**src/rtl/stage_memory.sv**
```systemverilog
// Memory-access pipeline stage: drives the req/ack data bus, aligns load data, stalls while a transfer is pending.
// Optional build macro MA_MISALIGN_TRAP_EN turns misaligned H/HU/W accesses into bus errors instead of forced alignment.
module stage_memory #(
    parameter int          ACK_TIMEOUT  = 16,
    parameter logic [31:0] NOP_PC       = 32'hFFFF_FFFF,
    parameter logic [31:0] NOP_IR       = 32'h0000_0013,
    parameter logic        NOP_WB_VALID = 1'b0
) (
    input  logic        clk_i,
    input  logic        rst_ni,
    input  logic [31:0] pc_i,
    input  logic [31:0] ir_i,
    input  logic [31:0] ma_addr_i,
    input  logic [1:0]  ma_mode_i,
    input  logic [2:0]  ma_size_i,
    input  logic [31:0] ma_data_i,
    input  logic [1:0]  wb_src_i,
    input  logic [31:0] wb_data_i,
    input  logic        wb_valid_i,
    output logic        dbus_req_o,
    output logic        dbus_we_o,
    output logic [29:0] dbus_addr_o,
    output logic [3:0]  dbus_wmask_o,
    output logic [31:0] dbus_wdata_o,
    input  logic        dbus_ack_i,
    input  logic [31:0] dbus_rdata_i,
    output logic        stall_o,
    output logic        bus_err_o,
    output logic [4:0]  wb_addr_async_o,
    output logic [31:0] wb_data_async_o,
    output logic        wb_ready_async_o,
    output logic        wb_valid_async_o,
    output logic        empty_async_o,
    output logic [31:0] pc_o,
    output logic [31:0] ir_o,
    output logic [31:0] wb_data_o,
    output logic        wb_valid_o
);
    localparam logic [1:0] MA_X     = 2'd0;
    localparam logic [1:0] MA_LOAD  = 2'd1;
    localparam logic [1:0] MA_STORE = 2'd2;

    // ma_size_i[1:0]: 0 byte, 1 half, 2 word; ma_size_i[2] selects zero-extension (BU/HU)
    localparam int CW    = (ACK_TIMEOUT > 1) ? $clog2(ACK_TIMEOUT) : 1;
    localparam int TO_M1 = (ACK_TIMEOUT > 0) ? ACK_TIMEOUT - 1 : 0;

    typedef enum logic {S_IDLE, S_WAIT} state_t;

    state_t        r_state, w_state_nxt;
    logic [CW-1:0] r_cnt;
    logic          r_bus_err;
    logic [31:0]   r_pc, r_ir, r_wb_data;
    logic          r_wb_valid;

    logic        w_memop, w_is_store, w_trap, w_bus_op;
    logic        w_req, w_done, w_stall, w_timeout, w_ld_done;
    logic [7:0]  w_byte;
    logic [15:0] w_half;
    logic [31:0] w_ld_data;
    logic        w_unused;

    assign w_unused   = ^wb_src_i;
    assign w_memop    = (ma_mode_i != MA_X) && (pc_i != NOP_PC);
    assign w_is_store = (ma_mode_i == MA_STORE);

`ifdef MA_MISALIGN_TRAP_EN
    logic w_misal;
    always_comb begin
        w_misal = 1'b0;
        case (ma_size_i[1:0])
            2'd0:    w_misal = 1'b0;
            2'd1:    w_misal = ma_addr_i[0];
            default: w_misal = (ma_addr_i[1:0] != 2'd0);
        endcase
    end
    assign w_trap = w_memop && w_misal;
`else
    assign w_trap = 1'b0;
`endif

    assign w_bus_op  = w_memop && !w_trap;
    assign w_timeout = (ACK_TIMEOUT > 0) && (r_state == S_WAIT) && !dbus_ack_i
                       && (r_cnt == CW'(TO_M1));

    // State register
    always_ff @(posedge clk_i or negedge rst_ni) begin
        if (!rst_ni) begin
            r_state <= S_IDLE;
            r_cnt   <= '0;
        end else begin
            r_state <= w_state_nxt;
            r_cnt   <= (r_state == S_WAIT && w_state_nxt == S_WAIT) ? r_cnt + 1'b1 : '0;
        end
    end

    // Next-state logic
    always_comb begin
        w_state_nxt = r_state;
        case (r_state)
            S_IDLE:  if (w_bus_op && !dbus_ack_i) w_state_nxt = S_WAIT;
            S_WAIT:  if (dbus_ack_i || w_timeout) w_state_nxt = S_IDLE;
            default: w_state_nxt = S_IDLE;
        endcase
    end

    // Output logic; the timeout cycle retires the instruction, so it does not stall
    always_comb begin
        w_req = 1'b0;
        case (r_state)
            S_IDLE:  w_req = w_bus_op;
            S_WAIT:  w_req = 1'b1;
            default: w_req = 1'b0;
        endcase
        w_done  = w_req && dbus_ack_i;
        w_stall = w_req && !dbus_ack_i && !w_timeout;
    end

    always_comb begin
        w_byte = dbus_rdata_i[7:0];
        case (ma_addr_i[1:0])
            2'd0: w_byte = dbus_rdata_i[7:0];
            2'd1: w_byte = dbus_rdata_i[15:8];
            2'd2: w_byte = dbus_rdata_i[23:16];
            2'd3: w_byte = dbus_rdata_i[31:24];
        endcase
        w_half = ma_addr_i[1] ? dbus_rdata_i[31:16] : dbus_rdata_i[15:0];
        case (ma_size_i[1:0])
            2'd0:    w_ld_data = {{24{~ma_size_i[2] & w_byte[7]}}, w_byte};
            2'd1:    w_ld_data = {{16{~ma_size_i[2] & w_half[15]}}, w_half};
            default: w_ld_data = dbus_rdata_i;
        endcase
    end

    always_comb begin
        case (ma_size_i[1:0])
            2'd0: begin
                dbus_wmask_o = 4'b0001 << ma_addr_i[1:0];
                dbus_wdata_o = {4{ma_data_i[7:0]}};
            end
            2'd1: begin
                dbus_wmask_o = ma_addr_i[1] ? 4'b1100 : 4'b0011;
                dbus_wdata_o = {2{ma_data_i[15:0]}};
            end
            default: begin
                dbus_wmask_o = 4'b1111;
                dbus_wdata_o = ma_data_i;
            end
        endcase
    end

    // Reset gates req/stall combinationally so they drop without waiting for a clock
    assign dbus_req_o  = w_req && rst_ni;
    assign stall_o     = w_stall && rst_ni;
    assign dbus_we_o   = w_is_store;
    assign dbus_addr_o = ma_addr_i[31:2];

    assign w_ld_done        = w_done && (ma_mode_i == MA_LOAD);
    assign wb_ready_async_o = (ma_mode_i != MA_LOAD) || w_ld_done;
    assign wb_data_async_o  = w_ld_done ? w_ld_data : wb_data_i;
    assign wb_addr_async_o  = ir_i[11:7];
    assign wb_valid_async_o = wb_valid_i;
    assign empty_async_o    = (pc_i == NOP_PC);

    always_ff @(posedge clk_i or negedge rst_ni) begin
        if (!rst_ni) begin
            r_pc       <= NOP_PC;
            r_ir       <= NOP_IR;
            r_wb_data  <= '0;
            r_wb_valid <= NOP_WB_VALID;
            r_bus_err  <= 1'b0;
        end else begin
            r_bus_err <= w_timeout || w_trap;
            if (w_stall) begin
                r_pc       <= NOP_PC;
                r_ir       <= NOP_IR;
                r_wb_valid <= 1'b0;
            end else begin
                r_pc       <= pc_i;
                r_ir       <= ir_i;
                r_wb_data  <= (w_done && !w_is_store) ? w_ld_data : wb_data_i;
                r_wb_valid <= wb_valid_i && !w_timeout && !w_trap;
            end
        end
    end

    assign pc_o       = r_pc;
    assign ir_o       = r_ir;
    assign wb_data_o  = r_wb_data;
    assign wb_valid_o = r_wb_valid;
    assign bus_err_o  = r_bus_err;
endmodule

```
**config.mk**
```make
export PLATFORM = sky130hd
export DESIGN_NAME = stage_memory
export DESIGN_NICKNAME = d
export VERILOG_FILES = /design/src/rtl/stage_memory.sv
export SDC_FILE = /design/constraint.sdc
export NUM_CORES = 1
export LEC_CHECK = 0
export CAP_MARGIN = 10
export CORE_AREA = 2 2 160 162
export CTS_CLUSTER_DIAMETER = 60
export DETAILED_ROUTE_END_ITERATION = 6
export DIE_AREA = 0 0 162 164
export PLACE_DENSITY = 0.71
export SLEW_MARGIN = 40
export SYNTH_ARGS = -nofsm -noshare
export SYNTH_HDL_FRONTEND = slang
export SYNTH_SLANG_ARGS = --single-unit
```
**constraint.sdc**
```tcl
create_clock -name clk_i -period 2.2 [get_ports clk_i]
set_input_delay 0.44 -clock clk_i [delete_from_list [all_inputs] [get_ports clk_i]]
set_output_delay 0.44 -clock clk_i [all_outputs]
set_load 0.1 [all_outputs]
```
# Word-level counts from Yosys, hierarchy flattened
# Index checks and enable logic that the tools add are counted.
dict set report totals {
  reg_bits 103
  word_cells 60
  in_bits 203
  output_inout_bits 207
}
dict set report classes {
  bitwise_logic 4
  mux 16
  eq_ne 10
  shift 1
  add_sub_neg 1
  reduce_logical 21
}
# operator n
set op_table {}
lappend op_table {{$mux 32} 4}
lappend op_table {{$pmux 32 s2} 2}
lappend op_table {{$eq 32x32->1 const B} 1}
lappend op_table {{$ne 32x32->1 const B} 1}
lappend op_table {{$pmux 8 s4} 1}
lappend op_table {{$mux 16} 1}
lappend op_table {{$logic_and 1x1->1} 13}
lappend op_table {{$mux 4} 2}
lappend op_table {{$pmux 4 s2} 1}
lappend op_table {{$eq 2x1->1 const B} 3}
lappend op_table {{$eq 2x2->1 const B} 3}
lappend op_table {{$add 4x1->4 const B} 1}
lappend op_table {{$eq 4x4->1 const B} 1}
lappend op_table {{$logic_not 2->1} 2}
lappend op_table {{$pmux 1 s2} 2}
lappend op_table {{$shl 1x2->4 const A} 1}
lappend op_table {{$logic_not 1->1} 3}
lappend op_table {{$mux 1} 3}
lappend op_table {{$and 1x1->1} 2}
lappend op_table {{$logic_or 1x1->1} 2}
lappend op_table {{$ne 2x1->1 const B} 1}
lappend op_table {{$not 1->1} 2}
lappend op_table {{$reduce_bool 2->1} 1}

# Logic depth before layout (Yosys ltp)
# Gate-level depths: netlist (run 1).
dict set report depth {
  ltp_word 8
  depth_mapped 9
  depth_no_buf 7
}

# Worst setup path before layout (run 1)
# Ideal clock, no wire load.
dict set report synth_path {
  path_type {input to output}
  start {input port ma_addr_i[1]}
  end {output port wb_data_async_o[3]}
  path_buffers 2
  arrival_ns 4.312
  stages 5
  t_required_ns 1.760
  slack_ns -2.552
  path_cell_list {clkbuf_2 -> buf_1 -> o21bai_1 -> a222oi_1 -> a21oi_1}
}
dict set report synth_between {
  elab_chain_len 4
  word_cells_on_any_way 8
  classes_between {3 x eq/ne; 4 x mux; 1 x reduce/logical}
}
# item line_no
set synth_lines {}
lappend synth_lines {{from (decl)} 13} ;# input logic [31:0] ma_addr_i,
lappend synth_lines {{$eq 2x2->1, or another cell as far along} 120} ;# case (ma_addr_i[1:0])
lappend synth_lines {{$pmux 8 s4} 120}
lappend synth_lines {{$pmux 32 s2 (*)} 127} ;# case (ma_size_i[1:0])
lappend synth_lines {{$mux 32 (*)} 159} ;# assign wb_data_async_o = w_ld_done ? w_ld_data : wb_data_i;
lappend synth_lines {{to (decl)} 30} ;# output logic [31:0] wb_data_async_o,
# Mark *: on every way between the ends. The rest lies on a longest branch, timed or not.

# Worst setup path in the final report (run 1)
dict set report layout_path {
  start {input port pc_i[31]}
  end {output port wb_data_async_o[7]}
}
dict set report layout_between {
  elab_chain_len 6
}
# item line_no
set layout_lines {}
lappend layout_lines {{from (decl)} 11} ;# input logic [31:0] pc_i,
lappend layout_lines {{$ne 32x32->1} 63} ;# assign w_memop = (ma_mode_i != MA_X) && (pc_i != NOP_PC);
lappend layout_lines {{$logic_and 1x1->1} 63}
lappend layout_lines {{$pmux 1 s2} 109} ;# case (r_state)
lappend layout_lines {{$logic_and 1x1->1} 114} ;# w_done = w_req && dbus_ack_i;
lappend layout_lines {{$logic_and 1x1->1} 157} ;# assign w_ld_done = w_done && (ma_mode_i == MA_LOAD);
lappend layout_lines {{$mux 32} 159}
# No other way between the ends.

==> results of run 1 <==
==> path summary, 6_finish.rpt <==
path	endpoint	from
max in group asynchronous	ir_o[26]	rst_ni
worst max register to register	wb_data_o[26]	r_state
min in group clk_i	pc_o[25]	pc_i[25]
worst min register to register	r_cnt[0]	r_cnt[0]
worst max-delay path	wb_data_async_o[7]	pc_i[31]
worst min-delay path	wb_data_o[21]	rst_ni
==> layout make-up <==
cell class | instances | area, um2 | share of cell area
Inverter | 12 | 48.80 | 0.003805
Multi-Input combinational cell | 387 | 3729 | 0.2907
Tap cell | 330 | 412.9 | 0.03220
Sequential cell | 103 | 2621 | 0.2044
Antenna cell | 1 | 2.502 | 0.0001951
Clock inverter | 7 | 88.84 | 0.006927
Clock buffer | 9 | 225.2 | 0.01756
Timing Repair Buffer | 497 | 5697 | 0.4442
==> per-layer routing <==
metal	part of all wire	wire length, um	vias up	GRT usage
li1	-	-	2932	-
met1	0.40	11480	3166	0.2415
met3	0.073	2099	44	0.04798
met2	0.51	14660	285	0.3480
met5	0	0	-	0
met4	0.022	629	0	0.06798
==> cells by family after synthesis <==
kind of cell,share of synthesized area
xor gates and xnor gates,0.003011
DFF,0.4505
AOI/OAI and AO/OA,0.1994
muxes,0.08387
and+or+nand+nor,0.1604
buffers and inverters,0.1006
adders and majority gates,0.002150
==> critical path, delay by kind of cell <==
family	cells	cell delay (ns)
compound gates	2	0.27
buf+inv	6	0.91
simple gates	2	0.60
==> registers in the layout (all words and copies together), names as in the netlist <==
signal and flops:
bus_err_o 1, ir_o 32, pc_o 32, r_cnt 4, r_state 1, wb_data_o 32
wb_valid_o 1
==> placed cells by master (no fill, tap or decap), types with 8 or more instances in the layout <==
| cell | count |
|---|---|
| a211oi_1 | 11 |
| a21oi_1 | 20 |
| a21oi_4 | 32 |
| and2_1 | 33 |
| buf_12 | 94 |
| buf_16 | 8 |
| buf_4 | 195 |
| buf_6 | 33 |
| clkbuf_16 | 15 |
| clkdlybuf4s50_1 | 125 |
| dfrtp_1 | 68 |
| dfstp_2 | 35 |
| dlygate4sd2_1 | 11 |
| inv_1 | 11 |
| mux2_2 | 18 |
| mux2_4 | 14 |
| mux2i_1 | 9 |
| nand2_1 | 15 |
| nand2b_1 | 35 |
| nand3_1 | 15 |
| nand4_1 | 9 |
| nor2_1 | 10 |
| nor2_4 | 29 |
| o21ai_4 | 9 |
| o22ai_2 | 11 |
| o2bb2ai_1 | 14 |
==> power by group through the flow <==
| stage | logic [mW] | registers [mW] | clock network (mW) |
|---|---|---|---|
| 2_1_floorplan | 1.70 | 3.33 | 0 |
| 3_3_place_gp | 4.03 | 2.18 | 0 |
| 3_5_place_dp | 4.06 | 2.18 | 0 |
| 4_1_cts | 4.21 | 2.15 | 1.74 |
| 5_1_grt | 4.43 | 2.17 | 1.80 |
| 6_report | 4.31 | 2.15 | 1.67 |
==> what timing repair did <==
item,CTS,global route
hold buffers,0,0
setup endpoints to repair,129,84
pin swaps,49,55
gates resized for setup,222,68
buffers inserted,28,4
cloned,11,10
==> report_table.html, run 1 <==
<table>
<tr><th>Metric</th><th>Value</th></tr>
<tr><th colspan="2">Power</th></tr>
<tr><td>Register share of total power</td><td>0.264</td></tr>
<tr><td>NetSw</td><td>3.775 mW</td></tr>
<tr><td>Maximum VDD drop</td><td>0.3401 mV</td></tr>
<tr><td>P_int</td><td>4.354 mW</td></tr>
<tr><td>Leakage Power</td><td>5.487 nW</td></tr>
<tr><td>Power density over the cells</td><td>633.8 mW/mm2</td></tr>
<tr><td>Clk pwr share</td><td>0.206</td></tr>
<tr><td>Fraction of power spent switching nets</td><td>0.4644</td></tr>
<tr><td>Portion of total power attributed to combinational logic</td><td>0.530</td></tr>
<tr><td>Sum of internal, switching and leakage power</td><td>8.129 mW</td></tr>
<tr><th colspan="2">Clock tree</th></tr>
<tr><td>Number of buffers added by the clock tree synthesis step</td><td>9</td></tr>
<tr><td>CTS H-tree lvls</td><td>3</td></tr>
<tr><td>Longest Clk Path Bufs</td><td>2</td></tr>
<tr><td>Cell at the root of the clock tree</td><td>clkbuf_16</td></tr>
<tr><td>Later-pin clock latency in the skew report</td><td>0.36 ns</td></tr>
<tr><td>CTS sink cnt</td><td>103</td></tr>
<tr><td>Clock tree from TritonCTS</td><td>done</td></tr>
<tr><td>Clock transition at path regs</td><td>0.08 ns</td></tr>
<tr><th colspan="2">Placed design</th></tr>
<tr><td>Detail Placement HPWL</td><td>20,000 um</td></tr>
<tr><td>Placed instance area</td><td>0.01126 mm2</td></tr>
<tr><td>Cell Count Post-Placement</td><td>1,282</td></tr>
<tr><td>Setup WS pre-CTS</td><td>-1.142 ns</td></tr>
<tr><td>Routability congestion estimate from global placement</td><td>0.8299</td></tr>
<tr><td>IO Port Bufs</td><td>347</td></tr>
<tr><th colspan="2">Status</th></tr>
<tr><td>Run status</td><td>finished, violations left</td></tr>
<tr><td>Violations in the final reports</td><td>setup timing</td></tr>
<tr><th colspan="2">Synth</th></tr>
<tr><td>Top cells by area in the synthesized netlist</td><td>dfrtp_1, dfstp_2, buf_4</td></tr>
<tr><td>Leading area contributor after synthesis</td><td>dfrtp_1</td></tr>
<tr><td>Number of enable-type register cells in the synthesized netlist</td><td>0</td></tr>
<tr><td>Yosys top cell area share</td><td>0.2925</td></tr>
<tr><td>Count of state elements after synthesis</td><td>103</td></tr>
<tr><td>Distinct cell type count of the synthesized netlist</td><td>53</td></tr>
<tr><td>Synthesized cell area</td><td>0.005818 mm2</td></tr>
<tr><td>Share of synthesized area occupied by flip-flops and latches</td><td>0.4505</td></tr>
<tr><td>Mean instance size in the synthesized netlist</td><td>9.811 um2</td></tr>
<tr><td>Count leader, synth</td><td>dfrtp_1</td></tr>
<tr><td>Predominant post-synthesis flop cell</td><td>dfrtp_1</td></tr>
<tr><td>Proportion of register bits with asynchronous set or reset after synthesis</td><td>1.000</td></tr>
<tr><td>Synth cell count leaders</td><td>dfrtp_1, a21oi_1, buf_4</td></tr>
<tr><td>Number of warnings printed during yosys synthesis</td><td>0</td></tr>
<tr><td>Syn Nets</td><td>797</td></tr>
<tr><td>Number of instances in the synthesized netlist</td><td>593</td></tr>
<tr><th colspan="2">STA</th></tr>
<tr><td>Part of the cycle the worst path needs</td><td>1.213</td></tr>
<tr><td>Final Max Slew Viols</td><td>0</td></tr>
<tr><td>Final critical path time including I/O delays and setup</td><td>2.669 ns</td></tr>
<tr><td>Accumulated negative setup slack</td><td>-14.62 ns</td></tr>
<tr><td>Final hold violation count</td><td>0</td></tr>
<tr><td>Worst setup skew after layout</td><td>0.01282 ns</td></tr>
<tr><td>RSZ-0062 raised after global routing</td><td>yes</td></tr>
<tr><td>Maximum clock rate</td><td>0.3746 GHz</td></tr>
<tr><td>Total of endpoints with negative setup slack in the final report</td><td>45</td></tr>
<tr><td>Transition time at the pin with the least slew margin</td><td>0.7213 ns</td></tr>
<tr><td>Setup ws final</td><td>-0.4692 ns</td></tr>
<tr><td>Worst hold margin</td><td>0.1830 ns</td></tr>
<tr><td>Worst-case headroom to the max-slew limit</td><td>0.5191</td></tr>
<tr><th colspan="2">Detailed routing</th></tr>
<tr><td>DR WL/cell</td><td>21.45 um</td></tr>
<tr><td>Total detailed-routing wirelength</td><td>28,870 um</td></tr>
<tr><td>Via density per instance</td><td>4.775</td></tr>
<tr><td>Number of DRC markers after the initial detailed-route iteration</td><td>374</td></tr>
<tr><td>Remaining number of nets flagged by the antenna check after routing</td><td>0</td></tr>
<tr><td>Vias after detailed routing</td><td>6,427</td></tr>
<tr><td>DR pass1 iterations</td><td>5</td></tr>
<tr><td>Residual DRC</td><td>0</td></tr>
<tr><th colspan="2">Setup path</th></tr>
<tr><td>Critical Path Source Type</td><td>input port</td></tr>
<tr><td>Most frequent cell on the critical path</td><td>buf_12</td></tr>
<tr><td>Startpoint-to-endpoint class of the critical path</td><td>in2out</td></tr>
<tr><td>Worst reg-to-reg path cell count</td><td>9</td></tr>
<tr><td>Max stage delay on crit path</td><td>0.40 ns</td></tr>
<tr><td>Cell type of the slowest stage on the worst timing path</td><td>nor4_4</td></tr>
<tr><td>Crit path DAT</td><td>2.23 ns</td></tr>
<tr><td>CP Cell Sequence</td><td>buf_6, nand4_1, nor4_4, buf_4, a31oi_4, buf_12, buf_8, buf_16, o21ai_4, buf_12</td></tr>
<tr><td>Critical Path End Type</td><td>output port</td></tr>
<tr><td>Setup slack of the most critical reg-to-reg path</td><td>0.19 ns</td></tr>
<tr><td>Worst-path maximum fanout</td><td>5</td></tr>
<tr><td>Worst endpoint required time</td><td>1.76 ns</td></tr>
<tr><th colspan="2">Global route</th></tr>
<tr><td>Remaining Overflow, GRT</td><td>0</td></tr>
<tr><td>Maximum number of pins on one net before global-route repair</td><td>104</td></tr>
<tr><td>Vias in the first global route</td><td>6,638</td></tr>
<tr><td>Overall routing resource usage</td><td>0.1997</td></tr>
<tr><td>Initial antenna violation count</td><td>0</td></tr>
<tr><td>Global-route wire length before repair</td><td>40,050 um</td></tr>
<tr><th colspan="2">Finish</th></tr>
<tr><td>Final layout net count</td><td>1,214</td></tr>
<tr><td>Number of standard cells in the layout, taps in and fillers out</td><td>1,346</td></tr>
<tr><td>Filler instances</td><td>2,192</td></tr>
<tr><td>Finished layout cell area</td><td>0.01282 mm2</td></tr>
<tr><td>Signed area change from the synthesized netlist to the final layout</td><td>120.4%</td></tr>
<tr><td>Share of post-route cells with drive strength above 1</td><td>0.5685</td></tr>
<tr><td>Post-layout utilization of the core</td><td>0.5167</td></tr>
<tr><th colspan="2">Floorplan</th></tr>
<tr><td>Number of rows created at floorplan</td><td>58</td></tr>
<tr><td>Initial cell density of the core</td><td>0.2344</td></tr>
<tr><td>I/O pins</td><td>410</td></tr>
<tr><td>Core Box Area</td><td>0.02482 mm2</td></tr>
<tr><td>Vertical die dimension</td><td>164 um</td></tr>
<tr><td>Area of the die</td><td>0.02657 mm2</td></tr>
<tr><td>DIE WIDTH</td><td>162 um</td></tr>
<tr><th colspan="2">Flow run</th></tr>
<tr><td>Max_cap viols</td><td>0</td></tr>
<tr><th colspan="2">Hold path</th></tr>
<tr><td>HP Class</td><td>in2async</td></tr>
</table>
Power figures use the tool's default switching activity.
==> run 2, diff against run 1 <==
--- a/config.mk
+++ b/config.mk
@@ -6,11 +6,11 @@
 export NUM_CORES = 1
 export LEC_CHECK = 0
 export CAP_MARGIN = 10
-export CORE_AREA = 2 2 160 162
+export CORE_AREA = 3 3 156 158
 export CTS_CLUSTER_DIAMETER = 60
 export DETAILED_ROUTE_END_ITERATION = 6
-export DIE_AREA = 0 0 162 164
-export PLACE_DENSITY = 0.71
+export DIE_AREA = 0 0 159 161
+export PLACE_DENSITY = 0.74
 export SLEW_MARGIN = 40
 export SYNTH_ARGS = -nofsm -noshare
 export SYNTH_HDL_FRONTEND = slang
==> report_table.html, run 2 (synthesis gave the netlist of run 1 again) <==
<table>
<tr><th>Metric</th><th>Value</th></tr>
<tr><th colspan="2">STA</th></tr>
<tr><td>Final critical path time including I/O delays and setup</td><td>2.584 ns (was 2.669 ns)</td></tr>
<tr><td>Maximum clock rate</td><td>0.3871 GHz (was 0.3746 GHz)</td></tr>
<tr><td>Setup ws final</td><td>-0.3836 ns (was -0.4692 ns)</td></tr>
<tr><td>Worst-case headroom to the max-slew limit</td><td>0.5818 (was 0.5191)</td></tr>
<tr><td>Total of endpoints with negative setup slack in the final report</td><td>64 (was 45)</td></tr>
<tr><td>RSZ-0062 raised after global routing</td><td>yes (unchanged)</td></tr>
<tr><td>Part of the cycle the worst path needs</td><td>1.174 (was 1.213)</td></tr>
<tr><td>Final Max Slew Viols</td><td>0 (unchanged)</td></tr>
<tr><td>Final hold violation count</td><td>0 (unchanged)</td></tr>
<tr><td>Transition time at the pin with the least slew margin</td><td>0.6273 ns (was 0.7213 ns)</td></tr>
<tr><td>Worst setup skew after layout</td><td>0.008330 ns (was 0.01282 ns)</td></tr>
<tr><th colspan="2">Global route</th></tr>
<tr><td>Remaining Overflow, GRT</td><td>0 (unchanged)</td></tr>
<tr><td>Vias in the first global route</td><td>6,679 (was 6,638)</td></tr>
<tr><td>Initial antenna violation count</td><td>2 (was 0)</td></tr>
<tr><td>Overall routing resource usage</td><td>0.2056 (was 0.1997)</td></tr>
<tr><td>Global-route wire length before repair</td><td>41,020 um (was 40,050 um)</td></tr>
<tr><td>Maximum number of pins on one net before global-route repair</td><td>73 (was 104)</td></tr>
<tr><th colspan="2">Finish</th></tr>
<tr><td>Filler instances</td><td>1,976 (was 2,192)</td></tr>
<tr><td>Share of post-route cells with drive strength above 1</td><td>0.5733 (was 0.5685)</td></tr>
<tr><td>Signed area change from the synthesized netlist to the final layout</td><td>115.7% (was 120.4%)</td></tr>
<tr><td>Leading cell type in the layout, fill and taps excluded</td><td>buf_4 (unchanged)</td></tr>
<tr><td>Number of standard cells in the layout, taps in and fillers out</td><td>1,309 (was 1,346)</td></tr>
<tr><td>Final layout net count</td><td>1,188 (was 1,214)</td></tr>
<tr><td>Post-layout utilization of the core</td><td>0.5396 (was 0.5167)</td></tr>
<tr><td>Commonest non-fill, non-tap cells in the layout</td><td>buf_4, clkdlybuf4s50_1, buf_12 (unchanged)</td></tr>
<tr><th colspan="2">Setup path</th></tr>
<tr><td>Critical Path End Type</td><td>output port (unchanged)</td></tr>
<tr><td>Worst endpoint required time</td><td>1.76 ns (about the same)</td></tr>
<tr><td>Cell type of the slowest stage on the worst timing path</td><td>mux4_2 (was nor4_4)</td></tr>
<tr><td>Setup slack of the most critical reg-to-reg path</td><td>0.02 ns (was 0.19 ns)</td></tr>
<tr><td>CP Cell Sequence</td><td>buf_6, mux4_2, nand2_4, a211oi_4, buf_6, buf_8, buf_4, a21oi_4, a21oi_4, buf_12 (was buf_6, nand4_1, nor4_4, buf_4, a31oi_4, buf_12, buf_8, buf_16, o21ai_4, buf_12)</td></tr>
<tr><td>Max stage delay on crit path</td><td>0.37 ns (was 0.40 ns)</td></tr>
<tr><td>Crit path DAT</td><td>2.14 ns (was 2.23 ns)</td></tr>
<tr><td>Startpoint-to-endpoint class of the critical path</td><td>in2out (unchanged)</td></tr>
<tr><td>Critical Path Source Type</td><td>input port (unchanged)</td></tr>
<tr><td>Worst-path maximum fanout</td><td>5 (unchanged)</td></tr>
<tr><th colspan="2">Placed design</th></tr>
<tr><td>IO Port Bufs</td><td>347 (unchanged)</td></tr>
<tr><td>Cell Count Post-Placement</td><td>1,254 (was 1,282)</td></tr>
<tr><td>Routability congestion estimate from global placement</td><td>0.8464 (was 0.8299)</td></tr>
<tr><td>Detail Placement HPWL</td><td>19,920 um (was 20,000 um)</td></tr>
<tr><th colspan="2">Detailed routing</th></tr>
<tr><td>Via density per instance</td><td>4.843 (was 4.775)</td></tr>
<tr><td>Number of DRC markers after the initial detailed-route iteration</td><td>427 (was 374)</td></tr>
<tr><td>DR WL/cell</td><td>21.55 um (was 21.45 um)</td></tr>
<tr><td>Remaining number of nets flagged by the antenna check after routing</td><td>0 (unchanged)</td></tr>
<tr><td>Vias after detailed routing</td><td>6,339 (was 6,427)</td></tr>
<tr><td>Residual DRC</td><td>0 (unchanged)</td></tr>
<tr><td>Total detailed-routing wirelength</td><td>28,210 um (was 28,870 um)</td></tr>
<tr><td>DR pass1 iterations</td><td>5 (unchanged)</td></tr>
<tr><th colspan="2">Power</th></tr>
<tr><td>Maximum VDD drop</td><td>0.3304 mV (was 0.3401 mV)</td></tr>
<tr><td>Leakage Power</td><td>5.406 nW (was 5.487 nW)</td></tr>
<tr><td>Fraction of power spent switching nets</td><td>0.4661 (was 0.4644)</td></tr>
<tr><td>NetSw</td><td>3.769 mW (was 3.775 mW)</td></tr>
<tr><td>Register share of total power</td><td>0.266 (was 0.264)</td></tr>
<tr><td>Clk pwr share</td><td>0.205 (was 0.206)</td></tr>
<tr><td>Power density over the cells</td><td>644.2 mW/mm2 (was 633.8 mW/mm2)</td></tr>
<tr><td>Portion of total power attributed to combinational logic</td><td>0.528 (was 0.530)</td></tr>
<tr><td>P_int</td><td>4.317 mW (was 4.354 mW)</td></tr>
<tr><th colspan="2">Floorplan</th></tr>
<tr><td>Initial cell density of the core</td><td>0.2501 (was 0.2344)</td></tr>
<tr><td>Number of rows created at floorplan</td><td>56 (was 58)</td></tr>
<tr><td>Core Box Area</td><td>0.02326 mm2 (was 0.02482 mm2)</td></tr>
<tr><td>Vertical die dimension</td><td>161 um (was 164 um)</td></tr>
<tr><td>I/O pins</td><td>410 (unchanged)</td></tr>
<tr><td>Area of the die</td><td>0.02560 mm2 (was 0.02657 mm2)</td></tr>
<tr><td>DIE WIDTH</td><td>159 um (was 162 um)</td></tr>
<tr><th colspan="2">Hold path</th></tr>
<tr><td>HP Class</td><td>in2async (unchanged)</td></tr>
<tr><th colspan="2">Clock tree</th></tr>
<tr><td>CTS sink cnt</td><td>103 (unchanged)</td></tr>
<tr><td>Count of hold buffers inserted by post-cts repair</td><td>0 (unchanged)</td></tr>
<tr><td>Longest Clk Path Bufs</td><td>2 (unchanged)</td></tr>
<tr><td>Later-pin clock latency in the skew report</td><td>0.36 ns (about the same)</td></tr>
<tr><td>Clock transition at path regs</td><td>0.08 ns (about the same)</td></tr>
<tr><td>Number of buffers added by the clock tree synthesis step</td><td>9 (unchanged)</td></tr>
<tr><td>CTS H-tree lvls</td><td>3 (unchanged)</td></tr>
<tr><td>Clock tree from TritonCTS</td><td>done (unchanged)</td></tr>
<tr><td>Cell at the root of the clock tree</td><td>clkbuf_16 (unchanged)</td></tr>
<tr><th colspan="2">Status</th></tr>
<tr><td>Violations in the final reports</td><td>setup timing (unchanged)</td></tr>
<tr><td>Run status</td><td>finished, violations left (unchanged)</td></tr>
<tr><th colspan="2">Flow run</th></tr>
<tr><td>Max_cap viols</td><td>0 (unchanged)</td></tr>
</table>
==> run 2: cell count changes in the layout (fill, tap and decap cells not counted), moves of 5 or more <==
cell,previous run,this run
buf_4,195,179
and2_4,1,7
a21oi_4,32,37
nor2_1,10,15
dlymetal6s2s_1,0,5
clkbuf_2,5,10
a21oi_1,20,15
nor2_4,29,17
clkdlybuf4s50_1,125,116
nor2_2,1,8
==> run 2: critical path: cells and delay by family <==
kind | cells | cell delay, ns
multiplexers | 1 | 0.37
AND/OR/NAND/NOR | 1 | 0.07
AO/OA/AOI/OAI | 3 | 0.52
buffers and inverters | 5 | 0.74
==> run 2: power groups by stage <==
stage / clock, mW / combinational, mW / sequential (mW)
CTS: 1.72 / 4.15 / 2.15
global route: 1.79 / 4.40 / 2.17
global placement: 0 / 4.00 / 2.18
finish: 1.66 / 4.27 / 2.15
floorplan: 0 / 1.70 / 3.33
detailed placement: 0 / 4.03 / 2.18
==> run 2: routing by layer <==
| metal | track usage | vias to the layer above | wire length (um) |
|---|---|---|---|
| li1 | - | 2871 | - |
| met1 | 0.2569 | 3114 | 11460 |
| met2 | 0.3476 | 299 | 14100 |
| met3 | 0.05668 | 53 | 1997 |
| met4 | 0.06327 | 2 | 635 |
| met5 | 0 | - | 13 |
==> run 2: final cells by class <==
class                           instances  area, um2  share of cell area
Clock inverter                          7      86.33            0.006878
Multi-Input combinational cell        387       3786              0.3016
Timing Repair Buffer                  471       5386              0.4291
Tap cell                              319      399.1             0.03180
Antenna cell                            1      2.502           0.0001994
Clock buffer                            9      225.2             0.01794
Sequential cell                       103       2621              0.2088
Inverter                               12      45.04            0.003589
==> run 2: what timing repair did <==
item,in CTS,in global routing
pin swaps,34,54
resized for setup,187,123
buffers inserted,21,10
gates cloned,10,4
endpoints found under the setup margin,125,66
==> run 2: stage by stage <==
stage	setup WS, ns	cell area (um2)	hold slack, ns	power [mW]	TNS (ns)
6_report	-0.3836	12550	0.1812	8.086	-13.21
5_1_grt	-0.4690	12550	0.1996	8.367	-17.51
4_1_cts	-0.4030	12030	0.1638	8.013	-12.57
3_5_place_dp	-1.078	11110	0.4614	6.211	-83.46
3_3_place_gp	-1.411	11080	0.4478	6.182	-90.30
2_1_floorplan	-0.4186	6515	0.1444	5.030	-13.91
==> run 2: worst paths after layout <==
kind                         startpoint                  end  cells after the start
max                        ma_addr_i[1]  wb_data_async_o[20]                     10
min                              rst_ni             r_cnt[2]                      2
max reg2reg                     r_state        wb_data_o[30]                      9
min reg2reg                    r_cnt[0]             r_cnt[0]                      1
max in group asynchronous        rst_ni             ir_o[28]                      2
min in group clk_i             pc_i[31]             pc_o[31]                      2
